**src/rtl/adder_pipe_n_bit_pkg.sv**
```systemverilog
// ---------------------------------------------------------------------------
// adder_pipe_n_bit_pkg
//   Shared definitions for the pipelined chunked adder/subtractor:
//   mode encoding and the helpers that turn WIDTH/STAGES into a chunk width
//   and validate the split at elaboration time.
// ---------------------------------------------------------------------------
package adder_pipe_n_bit_pkg;

    // Operation selected by the 'sub' input.
    typedef enum logic {
        MODE_ADD = 1'b0,
        MODE_SUB = 1'b1
    } mode_e;

    // Bits resolved by each pipeline stage.
    function automatic int chunk_width(int width, int stages);
        return (stages > 0) ? width / stages : width;
    endfunction

    // A split is legal when every stage gets the same non-zero chunk.
    function automatic bit split_ok(int width, int stages);
        return (stages >= 1) && (stages <= width) && ((width % stages) == 0);
    endfunction

endpackage

```
**src/rtl/adder_chunk.sv**
```systemverilog
// ---------------------------------------------------------------------------
// adder_chunk
//   Combinational CW-bit slice adder: {co, s} = x + y + ci.
//   Ports:
//     x, y  in   CW  chunk operands
//     ci    in   1   carry into the chunk
//     s     out  CW  chunk sum
//     co    out  1   carry out of the chunk
// ---------------------------------------------------------------------------
module adder_chunk
    import adder_pipe_n_bit_pkg::*;
#(
    parameter int CW = 8
) (
    input  logic [CW-1:0] x,
    input  logic [CW-1:0] y,
    input  logic          ci,
    output logic [CW-1:0] s,
    output logic          co
);

    assign {co, s} = {1'b0, x} + {1'b0, y} + {{CW{1'b0}}, ci};

endmodule

```
**src/rtl/adder_pipe_n_bit.sv**
```systemverilog
// ---------------------------------------------------------------------------
// adder_pipe_n_bit
//   Pipelined adder/subtractor that resolves WIDTH/STAGES bits per cycle,
//   registering the carry between stages, with a valid/ready handshake on
//   both sides and bubble-collapsing backpressure.
//   Ports:
//     clk, rst_n          clock, asynchronous active-low reset
//     in_valid/in_ready   operand beat handshake (in_ready never looks at in_valid)
//     a, b, cin, sub      operands, carry/borrow-in, 0 = add / 1 = subtract
//     out_valid/out_ready result beat handshake
//     sum, cy, ovf        result, carry-out (NOT borrow when subtracting),
//                         two's-complement overflow
// ---------------------------------------------------------------------------
module adder_pipe_n_bit
    import adder_pipe_n_bit_pkg::*;
#(
    parameter int WIDTH  = 16,
    parameter int STAGES = 2
) (
    input  logic             clk,
    input  logic             rst_n,
    input  logic             in_valid,
    output logic             in_ready,
    input  logic [WIDTH-1:0] a,
    input  logic [WIDTH-1:0] b,
    input  logic             cin,
    input  logic             sub,
    output logic             out_valid,
    input  logic             out_ready,
    output logic [WIDTH-1:0] sum,
    output logic             cy,
    output logic             ovf
);

    localparam int CW = chunk_width(WIDTH, STAGES);

    generate
        if (!split_ok(WIDTH, STAGES)) begin : g_bad_split
            $error("adder_pipe_n_bit: WIDTH must be a multiple of STAGES, STAGES in 1..WIDTH");
        end
    endgenerate

    // One pipeline slot: full operands travel along (upper chunks still
    // pending, top bits needed for overflow), lower sum chunks accumulate.
    typedef struct packed {
        logic [WIDTH-1:0] a;
        logic [WIDTH-1:0] be;
        logic [WIDTH-1:0] s;
        logic             c;
    } stage_t;

    stage_t            head;
    stage_t            nxt   [STAGES];
    stage_t            stg_q [STAGES];
    logic [STAGES-1:0] src_v;
    logic [STAGES-1:0] vld_q;
    logic [STAGES-1:0] load;
    mode_e             mode;

    assign mode = mode_e'(sub);

    // Subtraction is a + ~b + !cin, so both the B operand and the stage-0
    // carry are inverted up front.
    always_comb begin
        // NOTE: every field gets a value before any conditional update, so no latch is inferred.
        head    = '0;
        head.a  = a;
        head.be = (mode == MODE_SUB) ? ~b : b;
        head.c  = (mode == MODE_SUB) ? ~cin : cin;
    end

    generate
        for (genvar k = 0; k < STAGES; k++) begin : g_stage
            stage_t           src_k;
            logic [CW-1:0]    chunk_s;
            logic             chunk_co;
            logic [WIDTH-1:0] merged;

            if (k == 0) begin : g_head
                assign src_k    = head;
                assign src_v[k] = in_valid;
            end else begin : g_link
                assign src_k    = stg_q[k-1];
                assign src_v[k] = vld_q[k-1];
            end

            adder_chunk #(.CW(CW)) u_chunk (
                .x  (src_k.a[k*CW +: CW]),
                .y  (src_k.be[k*CW +: CW]),
                .ci (src_k.c),
                .s  (chunk_s),
                .co (chunk_co)
            );

            always_comb begin
                merged                = src_k.s;
                merged[k*CW +: CW]    = chunk_s;
            end

            assign nxt[k] = '{a: src_k.a, be: src_k.be, s: merged, c: chunk_co};

            // Stage k may advance when it, or any slot downstream of it, is
            // empty, or when the output is being drained. This is the
            // unrolled form of "empty, or the next stage loads".
            assign load[k] = out_ready || !(&vld_q[STAGES-1:k]);
        end
    endgenerate

    always_ff @(posedge clk or negedge rst_n) begin
        if (!rst_n) begin
            vld_q <= '0;
            // NOTE: the datapath slots are reset as well, since sum/cy/ovf are observable and must read 0 after reset.
            for (int k = 0; k < STAGES; k++) begin
                stg_q[k] <= '0;
            end
        end else begin
            for (int k = 0; k < STAGES; k++) begin
                if (load[k]) begin
                    // NOTE: non-blocking assignment so every stage samples its predecessor's pre-edge value.
                    vld_q[k] <= src_v[k];
                    // Payload only moves with a valid beat: an emptied output
                    // keeps its last result and idle X inputs never enter.
                    if (src_v[k]) begin
                        stg_q[k] <= nxt[k];
                    end
                end
            end
        end
    end

    assign in_ready  = load[0];
    assign out_valid = vld_q[STAGES-1];
    assign sum       = stg_q[STAGES-1].s;
    assign cy        = stg_q[STAGES-1].c;
    // Overflow: operands share a sign and the result sign differs from it.
    assign ovf       = (stg_q[STAGES-1].a[WIDTH-1] == stg_q[STAGES-1].be[WIDTH-1]) &&
                       (stg_q[STAGES-1].s[WIDTH-1] != stg_q[STAGES-1].a[WIDTH-1]);

endmodule

```
**config.mk**
```make
export PLATFORM = sky130hd
export DESIGN_NAME = adder_pipe_n_bit
export DESIGN_NICKNAME = d
export VERILOG_FILES = /design/src/rtl/adder_pipe_n_bit_pkg.sv /design/src/rtl/adder_chunk.sv /design/src/rtl/adder_pipe_n_bit.sv
export SDC_FILE = /design/constraint.sdc
export NUM_CORES = 1
export LEC_CHECK = 0
export ABC_AREA = 1
export BUFFER_PORTS_ARGS = -buffer_cell sky130_fd_sc_hd__buf_2
export CAP_MARGIN = 10
export CORE_ASPECT_RATIO = 0.75
export CORE_MARGIN = 1
export CORE_UTILIZATION = 35
export DETAILED_ROUTE_END_ITERATION = 16
export GPL_ROUTABILITY_DRIVEN = 1
export GPL_TIMING_DRIVEN = 0
export PLACE_DENSITY = 0.59
export REMOVE_ABC_BUFFERS = 1
export SYNTH_ARGS = -nofsm -noshare
export SYNTH_HDL_FRONTEND = slang
export SYNTH_SLANG_ARGS = --single-unit
```
**constraint.sdc**
```tcl
create_clock -name clk -period 4.13 [get_ports clk]
set_clock_uncertainty 0.2 [all_clocks]
set_input_delay 0.826 -clock clk [delete_from_list [all_inputs] [get_ports clk]]
set_output_delay 0.826 -clock clk [all_outputs]
set_load 0.02 [all_outputs]
```
==> results.cfg <==
[route]
wl_um = 5120
vias = 2133
avgRoutedWirePerCell_um = 10.6
drt_pass1_iterations = 4
vias_per_cell = 4.43
drcViolationCount = 0
antenna_left = 0
drt_iter0_drc = 64

[cts]
clk_pin_slew_ps = 80
clock_sinks = 46
cts_resized = 0
ctsRootBufferMaster = clkbuf_8
postCtsSetupBuffers = 0
cts_tree = done
postCtsHoldBufs = 0
clockBufferDepth = 2
cts_max_level = 2
clock_latency_ps = 290
cts_buffers = 5

[global_routing]
antenna_found_initial = 0
grt_pass1_wl_um = 8820
track_usage_pct = 13.5
grt_pass1_vias = 1983
grt_max_degree = 47
grt_overflow_total = 0

[placed_design]
dpl.hpwl_um = 3780
placed_cell_area_mm2 = 0.00296
gp_congestion = 0.798
port-buffer-count = 57

[sta]
slew_headroom_pct = 31.6
max_freq_mhz = 365
period_share_pct = 66.3
drv_slew = 0
setup_viol = 0
final-hold-violation-count = 0
finalSetupTns_ps = 0
rsz0062_at_grt = no
worst_pin_slew_ps = 1030
period_minus_slack_ps = 2740

[critical_path]
ff2ff_path_depth = 9
critPathSlowestCell = buf_2
worstReg2RegStart = g_stage[1].src_k[25]
critPathMaxFanout = 17
crit_type = in2reg
slowest_delay_ps = 410
crit_required_ps = 4120
r2r_end = sum[14]
cp_num_buf_inv = 3
rrSetupSlack_ps = 1940
cp-startpoint = sub
end_kind = register
crit_path_start_kind = input port
crit_chain = buf_2 > xor2_1 > fa_1 > inv_1 > fa_1 > inv_1 > nand2_1 > nand2_1 > nand3_1 > nand2_1 > nand2_1 > nand3_1 > nand2_1
crit_family = adder cells
crit_top_cell = nand2_1
worst_ep_arrival_time_ps = 2730

[synthesis]
synthAdderAreaFrac_pct = 9.31
synth_top_family_by_area = simple AND/OR/NAND/NOR gates
avgSynthCellArea_um2 = 8.04
synth-simple-area-share_pct = 25.3
muxShareOfSynthArea_pct = 0
synth_xor_area_share_pct = 5.75
synthCells = 341
synth-seq-cells = 46
ys_seq_area_share_pct = 42.0
synth.cell_area_mm2 = 0.00274
yosysWarnings = 0
synth-compound-area-share_pct = 6.07
ys_types = 26

[finish]
layout_common_cells = nand2_1, buf_2, dfrtp_1, inv_1
seqCellArea_mm2 = 0.00115
nNetsFinal = 435
fin_area_mm2 = 0.00310
n_antenna_cell = 0
drive_gt1_share_pct = 18.9
multi_input_area_mm2 = 0.00127
fillers = 770
syn_to_final_growth_pct = 13.1
layout_commonest_cell = nand2_1

[die]
die_h_um = 78.6
initial_utilization_pct = 36.7
num_rows = 27
coreArea_mm2 = 0.00747
die_x_um = 104
ioPinCount = 58
die_area_mm2 = 0.00819

[pwr]
powerDensity_mw_per_mm2 = 495
peakVddDrop_mv = 0.157
p_leak_nw = 1.70

[job]
cap_violations = 0

[hold_path]
hp-start = sum[6]
hp-class = reg2reg
holdPathEnd = sum[6]
holdPathStages = 2

[outcome]
status = completed
[power breakdown]
part,internal (W),leakage (nW),switching [W]
Clock,0.000258,0.0714,0.000148
Combinational,0.000194,1.07,0.000318
Sequential,0.000556,0.561,0.0000589
Total,0.00101,1.70,0.000526
[cell families after synthesis]
family / after synthesis
buf+inv: 59
xor+xnor: 18
flops: 46
simple gates: 168
fa+ha+maj: 18
compound gates: 32
[stage by stage]
step	power (W)	util (%)	hold slack (ps)	cells	setup slack [ps]
floorplan	0.000976	-	242	315	1750
global placement	0.00113	39.6	257	473	1110
detailed placement	0.00114	39.6	260	473	1070
CTS	0.00155	41.5	282	481	1380
global route	0.00165	41.5	289	481	1200
finish	0.00153	41.5	275	481	1390
[synth_stat cells]
master	instances	share of area (%)
nand3b_1	4	1.1
xor2_1	9	2.9
fa_1	4	2.9
dfrtp_1	46	42
nor2_2	1	0.23
and2_1	1	0.23
nor2_1	12	1.6
a21oi_1	10	1.8
a211oi_1	1	0.27
nor2_4	1	0.41
buf_2	5	0.91
o22ai_1	1	0.23
nand3_1	18	3.3
o21ai_0	18	3.3
or2_1	1	0.23
ha_1	14	6.4
xnor2_1	9	2.9
nand2_1	126	17
inv_1	32	4.4
inv_2	1	0.14
o21ai_1	1	0.18
o21bai_1	1	0.27
nand2_2	1	0.23
or2_2	3	0.68
buf_4	18	4.9
buf_6	3	1.2
[routing by layer]
metal | vias up | part of all wire, % | global-route usage, %
met3 | 5 | 3.9 | 2.74
li1 | 1119 | - | -
met1 | 962 | 50 | 17.4
met4 | 0 | 0.82 | 4.29
met2 | 47 | 45 | 22.9
met5 | - | 0 | 0
[worst reg2reg max path, delay by kind of cell (launching register included)]
kind / cells / cell delay (ps)
flops: 1 / 410
fa+ha+maj: 2 / 940
simple gates: 7 / 570
[worst max-delay path by stage]
stage,to,slack (ps),cells after the start
2_1_floorplan,g_stage[1].merged[6],1750,12
3_3_place_gp,g_stage[1].merged[6],1110,13
3_5_place_dp,g_stage[1].merged[6],1070,13
4_1_cts,g_stage[1].merged[6],1380,13
5_1_grt,g_stage[1].merged[6],1200,13
6_report,g_stage[1].merged[6],1390,13
[registers in the layout, summed over array words and instances, names as in the netlist]
register / cells
cy: 1
g_stage.merged: 8
g_stage.src_k: 17
stg_q: 2
sum: 16
vld_q: 2
[layout make-up]
| cell class | instances | share of cell area, % |
|---|---|---|
| Sequential cell | 46 | 37.1 |
| Tap cell | 101 | 4.07 |
| Timing Repair Buffer | 57 | 9.20 |
| Clock inverter | 2 | 1.94 |
| Clock buffer | 6 | 2.66 |
| Inverter | 33 | 3.99 |
| Multi-Input combinational cell | 236 | 41.0 |
(Power assumes the default switching activity.)
